$ cat config.mk
export PLATFORM = sky130hd
export DESIGN_NAME = ntt_butterfly_ct_flat
export DESIGN_NICKNAME = d
export VERILOG_FILES = /design/src/rtl/ntt_butterfly_ct_if.sv /design/src/rtl/ntt_butterfly_ct.sv /design/src/flat_wrapper.sv
export SDC_FILE = /design/constraint.sdc
export NUM_CORES = 1
export LEC_CHECK = 0
export CORE_MARGIN = 10
export CORE_UTILIZATION = 50
export DETAILED_ROUTE_END_ITERATION = 10
export GPL_ROUTABILITY_DRIVEN = 0
export PLACE_DENSITY = 0.71
export SYNTH_ARGS = -nofsm -noshare
export SYNTH_HDL_FRONTEND = slang
export SYNTH_SLANG_ARGS = --single-unit
$ cat constraint.sdc
create_clock -name clk -period 8.65 [get_ports clk]
set_clock_uncertainty 0.15 [all_clocks]
set_input_delay 1.73 -clock clk [delete_from_list [all_inputs] [get_ports clk]]
set_output_delay 1.73 -clock clk [all_outputs]
set_load 0.02 [all_outputs]
$ cat src/rtl/ntt_butterfly_ct_if.sv
// Handshake and data bundle for the NTT butterfly: fetch side (in_*) and
// write-back side (out_*). The master drives the inputs and consumes the results.
interface ntt_butterfly_ct_if #(
  parameter int W     = 12,
  parameter int TAG_W = 8
);
  logic             in_valid;
  logic             in_ready;
  logic [W-1:0]     in_a;
  logic [W-1:0]     in_b;
  logic [W-1:0]     in_zeta;
  logic [TAG_W-1:0] in_tag;
  logic             out_valid;
  logic             out_ready;
  logic [W-1:0]     out_even;
  logic [W-1:0]     out_odd;
  logic [TAG_W-1:0] out_tag;

  modport master (
    output in_valid, in_a, in_b, in_zeta, in_tag, out_ready,
    input  in_ready, out_valid, out_even, out_odd, out_tag
  );

  modport slave (
    input  in_valid, in_a, in_b, in_zeta, in_tag, out_ready,
    output in_ready, out_valid, out_even, out_odd, out_tag
  );
endinterface

$ cat src/rtl/ntt_butterfly_ct.sv
// Pipelined Cooley-Tukey butterfly for Kyber (q = 3329).
// t = b * zeta * 2^-12 mod q (Montgomery reduction), even = a + t, odd = a - t (mod q).
// Three register stages share a single advance enable, so a stalled output
// freezes the whole pipe and the input side sees in_ready low.
module ntt_butterfly_ct #(
  parameter int W     = 12,
  parameter int Q     = 3329,
  parameter int QINV  = 3327,
  parameter int TAG_W = 8
) (
  input  logic              clk,
  input  logic              rst,
  ntt_butterfly_ct_if.slave bus
);
  localparam int STAGES = 3;
  localparam logic [W-1:0] Q_C    = W'(Q);
  localparam logic [W-1:0] QINV_C = W'(QINV);

  logic              adv;
  logic [STAGES-1:0] vld_pipe;

  // stage 1 registers: a, tag and the full 24-bit product b*zeta
  logic [W-1:0]     s1_a;
  logic [TAG_W-1:0] s1_tag;
  logic [2*W-1:0]   s1_prod;

  // stage 2 combinational Montgomery reduction
  logic [2*W-1:0] mq_prod;
  logic [W-1:0]   s2_m;
  logic [2*W:0]   red_sum;
  logic [W:0]     s2_u;
  logic [W-1:0]   s2_t_nxt;

  // stage 2 registers
  logic [W-1:0]     s2_a;
  logic [W-1:0]     s2_t;
  logic [TAG_W-1:0] s2_tag;

  // stage 3 combinational add/sub
  logic [W:0]   s3_sum;
  logic [W-1:0] s3_diff;
  logic [W-1:0] even_nxt;
  logic [W-1:0] odd_nxt;

  // stage 3 (output) registers
  logic [W-1:0]     out_even_q;
  logic [W-1:0]     out_odd_q;
  logic [TAG_W-1:0] out_tag_q;

  // The pipe moves when the output slot is empty or being drained.
  assign adv          = ~vld_pipe[STAGES-1] | bus.out_ready;
  assign bus.in_ready = adv;
  assign bus.out_valid = vld_pipe[STAGES-1];
  assign bus.out_even  = out_even_q;
  assign bus.out_odd   = out_odd_q;
  assign bus.out_tag   = out_tag_q;

  // m = (T * QINV) mod 2^12 only needs the low half of T.
  assign mq_prod = s1_prod[W-1:0] * QINV_C;
  assign s2_m    = mq_prod[W-1:0];
  // T + m*Q is an exact multiple of 2^12; keep the carry bit so nothing truncates.
  assign red_sum = {1'b0, s1_prod} + ({{(W+1){1'b0}}, s2_m} * {{(W+1){1'b0}}, Q_C});
  assign s2_u    = red_sum[2*W:W];
  assign s2_t_nxt = (s2_u >= {1'b0, Q_C}) ? W'(s2_u - {1'b0, Q_C}) : s2_u[W-1:0];

  assign s3_sum   = {1'b0, s2_a} + {1'b0, s2_t};
  assign even_nxt = (s3_sum >= {1'b0, Q_C}) ? W'(s3_sum - {1'b0, Q_C}) : s3_sum[W-1:0];
  // a - t wraps mod 2^12 when a < t; adding Q then lands back in 0..Q-1.
  assign s3_diff  = s2_a - s2_t;
  assign odd_nxt  = (s2_a < s2_t) ? s3_diff + Q_C : s3_diff;

  // valid shift register; bubbles travel as zeros, reset empties the pipe
  always_ff @(posedge clk) begin
    if (rst)      vld_pipe <= '0;
    else if (adv) vld_pipe <= {vld_pipe[STAGES-2:0], bus.in_valid};
  end

  // stage 1: capture operands and raw product
  always_ff @(posedge clk) begin
    if (rst) begin
      s1_a    <= '0;
      s1_tag  <= '0;
      s1_prod <= '0;
    end else if (adv) begin
      s1_a    <= bus.in_a;
      s1_tag  <= bus.in_tag;
      s1_prod <= bus.in_b * bus.in_zeta;
    end
  end

  // stage 2: capture reduced t alongside a and tag
  always_ff @(posedge clk) begin
    if (rst) begin
      s2_a   <= '0;
      s2_t   <= '0;
      s2_tag <= '0;
    end else if (adv) begin
      s2_a   <= s1_a;
      s2_t   <= s2_t_nxt;
      s2_tag <= s1_tag;
    end
  end

  // stage 3: butterfly outputs, held while the consumer stalls
  always_ff @(posedge clk) begin
    if (rst) begin
      out_even_q <= '0;
      out_odd_q  <= '0;
      out_tag_q  <= '0;
    end else if (adv) begin
      out_even_q <= even_nxt;
      out_odd_q  <= odd_nxt;
      out_tag_q  <= s2_tag;
    end
  end
endmodule

$ cat src/flat_wrapper.sv
// flat-port wrapper written by rule: the top's interface ports become plain ports
module ntt_butterfly_ct_flat 
#(
  parameter int W     = 12,
  parameter int Q     = 3329,
  parameter int QINV  = 3327,
  parameter int TAG_W = 8
)
  (clk, rst, bus_in_valid, bus_in_a, bus_in_b, bus_in_zeta, bus_in_tag, bus_out_ready, bus_in_ready, bus_out_valid, bus_out_even, bus_out_odd, bus_out_tag);
  ntt_butterfly_ct_if #(.W(W), .TAG_W(TAG_W)) bus_i ();
  input  logic clk;
  input  logic rst;
  input wire logic [$bits(bus_i.in_valid)-1:0] bus_in_valid;
  input wire logic [$bits(bus_i.in_a)-1:0] bus_in_a;
  input wire logic [$bits(bus_i.in_b)-1:0] bus_in_b;
  input wire logic [$bits(bus_i.in_zeta)-1:0] bus_in_zeta;
  input wire logic [$bits(bus_i.in_tag)-1:0] bus_in_tag;
  input wire logic [$bits(bus_i.out_ready)-1:0] bus_out_ready;
  output wire logic [$bits(bus_i.in_ready)-1:0] bus_in_ready;
  output wire logic [$bits(bus_i.out_valid)-1:0] bus_out_valid;
  output wire logic [$bits(bus_i.out_even)-1:0] bus_out_even;
  output wire logic [$bits(bus_i.out_odd)-1:0] bus_out_odd;
  output wire logic [$bits(bus_i.out_tag)-1:0] bus_out_tag;
  assign bus_i.in_valid = bus_in_valid;
  assign bus_i.in_a = bus_in_a;
  assign bus_i.in_b = bus_in_b;
  assign bus_i.in_zeta = bus_in_zeta;
  assign bus_i.in_tag = bus_in_tag;
  assign bus_i.out_ready = bus_out_ready;
  assign bus_in_ready = bus_i.in_ready;
  assign bus_out_valid = bus_i.out_valid;
  assign bus_out_even = bus_i.out_even;
  assign bus_out_odd = bus_i.out_odd;
  assign bus_out_tag = bus_i.out_tag;
  ntt_butterfly_ct #(.W(W), .Q(Q), .QINV(QINV), .TAG_W(TAG_W)) u_core (.clk(clk), .rst(rst), .bus(bus_i));
endmodule
==> results of run 1 <==
==> sequential cells by signal (all words and copies together) (netlist names), 8 cells and up <==
signal	cells
u_core.bus.out_tag	8
u_core.s2_tag	8
u_core.s2_t	12
u_core.s1_prod	24
u_core.bus.out_even	12
u_core.s1_tag	8
u_core.s2_a	12
u_core.s1_a	12
u_core.bus.out_odd	12
==> cell type report <==
class                           count  area share, %
Clock buffer                        9          1.345
Clock inverter                      7         0.5307
Tap cell                          378          2.825
Sequential cell                   111          13.38
Multi-Input combinational cell   1259          67.14
Antenna cell                        1        0.01495
Timing Repair Buffer              177          9.246
Inverter                          246          5.524
==> path summary, 6_finish.rpt <==
path	from	endpoint	slack (ns)	cells past startpoint
worst max-delay path	u_core.s1_prod[4]$_SDFFE_PP0P_	u_core.s2_t[3]$_SDFFE_PP0P_	0.02	33
worst min-delay path	u_core.s1_prod[14]$_SDFFE_PP0P_	u_core.s1_prod[14]$_SDFFE_PP0P_	0.30	2
worst max register to register	u_core.s1_prod[4]$_SDFFE_PP0P_	u_core.s2_t[3]$_SDFFE_PP0P_	0.02	33
worst min register to register	u_core.s1_prod[14]$_SDFFE_PP0P_	u_core.s1_prod[14]$_SDFFE_PP0P_	0.30	2
==> cell families (layout without fill, tap and decap cells) <==
| kind of cell | Yosys count | in the layout | share of synthesized area [%] |
|---|---|---|---|
| xor gates and xnor gates | 93 | 93 | 5.745 |
| and+or+nand+nor | 518 | 518 | 16.78 |
| muxes | 5 | 5 | 0.3618 |
| adders and majority gates | 368 | 368 | 40.52 |
| AOI/OAI and AO/OA | 275 | 275 | 12.51 |
| other | 0 | 1 | 0 |
| buffers and inverters | 315 | 439 | 8.401 |
| DFF | 111 | 111 | 15.67 |
==> worst max-delay path: cells and delay by family (launching register included) <==
family	cells	cell delay [ns]
muxes	1	0.20
adders and majority gates	10	3.84
xor gates and xnor gates	2	0.48
buffers and inverters	7	0.51
and+or+nand+nor	5	1.45
DFF	1	0.37
AOI/OAI and AO/OA	8	1.49
==> cells in the mapped netlist (all sizes together), types with 4 or more instances <==
master	count	area share (%)
xor2	40	2.5
a211oi	31	1.7
o21a	7	0.38
a21boi	4	0.29
nand2b	7	0.31
buf	8	0.27
a31oi	4	0.18
o21bai	9	0.48
clkbuf	61	1.6
or4	5	0.26
a21oi	122	4.3
mux2i	4	0.28
o31ai	5	0.26
nand3b	9	0.48
nor2b	10	0.44
nand4	5	0.22
xnor2	53	3.3
nor2	65	1.7
nand3	22	0.78
ha	216	19
a21o	23	1.2
nor3	18	0.67
o21ai	35	1.2
dfxtp	111	16
nand2	277	7.3
a2111oi	4	0.42
a311oi	4	0.25
and2	60	2.6
or3	16	0.74
fa	152	21
and3	13	0.57
inv	246	6.5
==> through the flow <==
step / hold WS [ns] / setup slack [ns] / util, % / TNS (ns) / instances
after floorplan: 0.2819 / 0.02996 / - / 0 / 1685
after global placement: 0.2891 / -0.07704 / 56.91 / -0.07704 / 2162
after detailed placement: 0.2937 / -0.2469 / 56.91 / -0.8599 / 2162
after CTS: 0.3061 / 0.01442 / 58.51 / 0 / 2182
after global routing: 0.3224 / -0.3152 / 60.09 / -1.399 / 2188
final: 0.3025 / 0.01588 / 60.09 / 0 / 2188
==> layer usage <==
layer	vias up	GRT usage [%]	routed length, um	share of wire, %
met2	218	35.00	17700	51
met1	5583	22.96	14870	43
met3	53	2.105	1073	3.1
met5	-	0	0	0
met4	0	4.976	778	2.3
li1	5714	-	-	-
==> timing repair <==
action	4_1_cts	5_1_grt
pin swaps	21	65
endpoints found under the setup margin	11	12
buffers inserted	4	6
gates cloned	0	0
gates resized for setup	25	72
==> summary.md, run 1 <==
| Metric | Value |
|---|---|
| Setup violators final | 0 |
| Synthesis warning total | 0 |
| Row count | 61 |
| WP data arrival | 8.70 ns |
| Mean Syn Cell Area | 8.415 um2 |
| Clk root buf | clkbuf_16 |
| Synth Cell Area | 14180 um2 |
| Most frequent CP cell | ha_4 |
| Post-synth top flop | dfxtp_1 |
| Post-synthesis cell type count | 71 |
| WL final | 34420 um |
| 1st-pass router iterations | 8 |
| Die height | 188.4 um |
| CTS tree | built |
| Final #Nets | 2220 |
| Reg clk slew, reported paths | 0.09 ns |
| Via count | 11570 |
| Max Root-Sink Buffers | 2 |
| Crit path kind | flip-flop to flip-flop |
| Crit path max fanout | 3 |
| CP max stage delay | 0.56 ns |
| Worst setup EP type | flip-flop |
| Endpoints failing hold | 0 |
| Final Cell Area | 16740 um2 |
| CP max stage cell | fa_2 |
| Hold Buf Count CTS | 0 |
| Die X | 188.4 um |
| First-pass GRT wire length | 56800 um |
| IO Pins | 82 |
| Share of cells above drive strength 1 | 11.44% |
| Max transition margin | 33.60% |
| Total GRT Usage | 19.02% |
| Post-Place Cell Area | 15850 um2 |
| Routed Antenna Nets | 0 |
| RSZ-0062 raised after global routing | true |
| Post-synth EDFFs | 0 |
| DR DRC count | 0 |
| Area Overhead vs Synth | 18.06% |
| Fillers | 2402 |
| CTS Buf Count | 9 |
| Worst EP required | 8.72 ns |
| Multi-input gate area | 11240 um2 |
| Most common cell after layout, fill and taps aside | nand2_1 |
| H-tree levels | 3 |
| Period utilization | 99.82% |
| Startpoint Class | flip-flop |
| Slew Viols, Final | 0 |
| Number of clock sinks | 111 |
| Initial antenna violation count | 1 |
| DP HPWL | 27340 um |
| Sequential cell area | 2240 um2 |
| Die area | 35490 um2 |
| Hold Path Class | flip-flop to flip-flop |
| Post-synthesis sequential area ratio | 15.67% |
| Grt ovf | 0 |
| Clk_lat worst skew | 0.36 ns |
| Max cap viols | 0 |
| Status | finished clean |
| Ys async rst share | 0% |
| Detailed router's first-iteration violation count | 653 |
| Vias in the first global route | 11960 |
| Final Critical Period | 8.634 ns |
| Largest net degree at the start of global routing | 95 |
| Worst Max-Slew Pin Slew | 0.9960 ns |
| Synthesized Nets | 2101 |
| Achievable clock frequency | 115.8 MHz |
| # port buffers | 81 |
| Wirelength per Cell | 15.73 um |
| Initial Util | 50.90% |
| Commonest cells after routing, fill and taps aside | nand2_1 (275), inv_1 (233), ha_1 (193), fa_1 (150), a21oi_1 (117) |
| Drt via density | 5.287 |
| Core area | 27860 um2 |
| Cells after synthesis | 1685 |
| Register bit count reported by yosys | 111 |
Power of run 1 is left out: the tool's default activity adds up to more than one toggle a clock period on the data nets, which glitch-free logic cannot reach.
==> inputs of run 2 (changes only) <==
--- a/config.mk
+++ b/config.mk
@@ -5,6 +5,8 @@
 export SDC_FILE = /design/constraint.sdc
 export NUM_CORES = 1
 export LEC_CHECK = 0
+export CAP_MARGIN = 20
+export CORE_ASPECT_RATIO = 1.2
 export CORE_MARGIN = 10
 export CORE_UTILIZATION = 50
 export DETAILED_ROUTE_END_ITERATION = 10
==> summary.md, run 2 (synthesis gave the netlist of run 1 again) <==
| Metric | Value |
|---|---|
| Via count | 11760 (+1.7%) |
| CP max stage cell | fa_2 |
| DP HPWL | 27700 um (+1.3%) |
| Worst Reg-to-Reg Cells | 30 (-9.1%) |
| RSZ-0062 raised after global routing | true |
| Max transition margin | 33.61% (about the same) |
| CTS Buf Count | 9 (unchanged) |
| Worst EP required | 8.73 ns (about the same) |
| DR DRC count | 0 (unchanged) |
| Worst hold path endpoint | u_core.bus.out_even[7]$_SDFFE_PP0P_ |
| Endpoints failing hold | 0 (unchanged) |
| Fillers | 2462 (+2.5%) |
| Crit path max fanout | 6 (+3) |
| Row count | 67 (+9.8%) |
| Startpoint Class | flip-flop |
| R2R Path End | u_core.s2_t[3]$_SDFFE_PP0P_ |
| Hold_sp | u_core.bus.out_even[7]$_SDFFE_PP0P_ |
| Drt via density | 5.364 (+1.5%) |
| Worst setup EP type | flip-flop |
| Clk root buf | clkbuf_16 |
| Initial antenna violation count | 1 (unchanged) |
| Die area | 35520 um2 (about the same) |
| Reg clk slew, reported paths | 0.08 ns (about the same) |
| Most frequent CP cell | fa_1 |
| H-tree levels | 3 (unchanged) |
| Detailed router's first-iteration violation count | 531 (-19%) |
| WP data arrival | 8.73 ns (+0.03 ns) |
| Violated checks | negative setup slack |
| Hold Path Class | flip-flop to flip-flop |
| Internal reg-to-reg setup slack | -0.0005 ns (-0.02 ns) |
| Period utilization | 100.0% (+0.19 points) |
| Status | finished with violations |
| Max reg flops | 24 (unchanged) |
| Share of cells above drive strength 1 | 11.36% (-0.087 points) |
| Hold path cells | 2 (unchanged) |
| First-pass GRT wire length | 57010 um (+0.38%) |
| Final Critical Period | 8.651 ns (+0.01643 ns) |
| Vias in the first global route | 12190 (+2.0%) |
| Grt ovf | 0 (unchanged) |
| Biggest register | u_core.s1_prod |
| Clk_lat worst skew | 0.37 ns (about the same) |
| # port buffers | 81 (unchanged) |
| Post-route setup slack | -0.0005480 ns (-0.01643 ns) |
| Multi-input gate area | 11160 um2 (-0.70%) |
| WL final | 35460 um (+3.0%) |
| Routed Antenna Nets | 0 (unchanged) |
| Critical Path Start | u_core.s1_prod[2]$_SDFFE_PP0P_ |
| Total GRT Usage | 19.25% (+0.23 points) |
| Commonest cells after routing, fill and taps aside | nand2_1 (276), inv_1 (234), ha_1 (197), fa_1 (147), a21oi_1 (115) |
| Initial Util | 50.79% (-0.10 points) |
| Antenna Cells | 0 (-1) |
| Final #Nets | 2225 (+0.23%) |
| CTS tree | built |
| RR Startpoint | u_core.s1_prod[2]$_SDFFE_PP0P_ |
| Die X | 173.7 um (-7.8%) |
| Largest net degree at the start of global routing | 96 (+1.1%) |
| Max cap viols | 0 (unchanged) |
| Achievable clock frequency | 115.6 MHz (-0.19%) |
| Setup violators final | 1 (+1) |
| IO Pins | 82 (unchanged) |
| Fin Setup TNS | -0.0005480 ns (-0.0005480 ns) |
| Die height | 204.5 um (+8.5%) |
| Worst Max-Slew Pin Slew | 0.9958 ns (-0.0002048 ns) |
| Most common cell after layout, fill and taps aside | nand2_1 |
| Crit path kind | flip-flop to flip-flop |
| Slew Viols, Final | 0 (unchanged) |
| Area Overhead vs Synth | 17.61% |
| Wirelength per Cell | 16.17 um (+2.8%) |
| CP max stage delay | 0.61 ns (+0.05 ns) |
| Number of clock sinks | 111 (unchanged) |
| Core area | 27920 um2 (+0.21%) |
| 1st-pass router iterations | 6 (-2) |
| Sequential cell area | 2242 um2 (+0.11%) |
| Max Root-Sink Buffers | 2 (unchanged) |
## run 2: cell count changes in the layout (fill, tap and decap cells not counted), moves of 3 or more
cell     delta
a21oi_2     +3
ha_4        -4
buf_6       -4
fa_2        +3
fa_1        -3
ha_1        +4
buf_4       +9
## run 2: cell type report
class	count	area share (%)
inverters	246	5.545
clock inverters	6	0.3977
well taps	379	2.844
clock buffers	10	1.433
multi-input cells	1259	66.92
flip-flops and latches	111	13.45
repair buffers	182	9.416
## run 2: per-layer routing
metal | global-route usage (%) | vias to the layer above | routed length (um)
li1 | - | 5733 | -
met1 | 20.15 | 5658 | 13600
met2 | 37.78 | 281 | 19070
met3 | 2.181 | 92 | 1251
met4 | 8.285 | 0 | 1537
met5 | 0 | - | 0
## run 2: timing repair
item / 4_1_cts / 5_1_grt
hold buffers: 0 / 0
gates resized for setup: 28 / 55
endpoints found under the hold margin: 0 / 0
setup endpoints to repair: 10 / 12
setup buffers: 16 / 3
cloned: 0 / 0
pin swaps: 21 / 49
## run 2: metrics by stage
stage	worst slack, ns	cell area (um2)	hold WS, ns	utilization [%]	cells
4_1_cts	0.0006573	16360	0.3028	58.61	2190
6_report	-0.0005480	16680	0.2986	59.74	2193
3_5_place_dp	-0.2621	15820	0.2938	56.66	2158
3_3_place_gp	-0.09382	15820	0.2884	56.66	2158
5_1_grt	-0.2844	16680	0.3199	59.74	2193
2_1_floorplan	0.02996	14180	0.2819	-	1685
## run 2: worst max-delay path, delay by kind of cell (launching register included)
kind            cells  cell delay (ns)
compound gates      6             1.17
fa+ha+maj          11             4.69
buf+inv             8             0.67
flops               1             0.38
mux                 2             0.54
simple gates        3             0.90
## run 2: how the worst max path moves through the flow
stage	to	slack (ns)	depth (start not counted)
after floorplan	u_core.s2_t[3]$_SDFFE_PP0P_	0.03	34
final	u_core.s2_t[3]$_SDFFE_PP0P_	-0.0005	30
after global routing	u_core.s2_t[3]$_SDFFE_PP0P_	-0.28	34
after CTS	u_core.s2_t[3]$_SDFFE_PP0P_	0.0007	34
after detailed placement	u_core.s2_t[3]$_SDFFE_PP0P_	-0.26	32
after global placement	u_core.s2_t[3]$_SDFFE_PP0P_	-0.09	32
Power of run 2 is left out for the same reason.
==> inputs of run 3 (changes only) <==
--- a/config.mk
+++ b/config.mk
@@ -12,6 +12,7 @@
 export DETAILED_ROUTE_END_ITERATION = 10
 export GPL_ROUTABILITY_DRIVEN = 0
 export PLACE_DENSITY = 0.71
+export SLEW_MARGIN = 10
 export SYNTH_ARGS = -nofsm -noshare
 export SYNTH_HDL_FRONTEND = slang
 export SYNTH_SLANG_ARGS = --single-unit
==> results of run 3 <==
Same layout as run 2: the final DEF is identical, and so are final timing and power.
Power of run 3 is left out for the same reason.
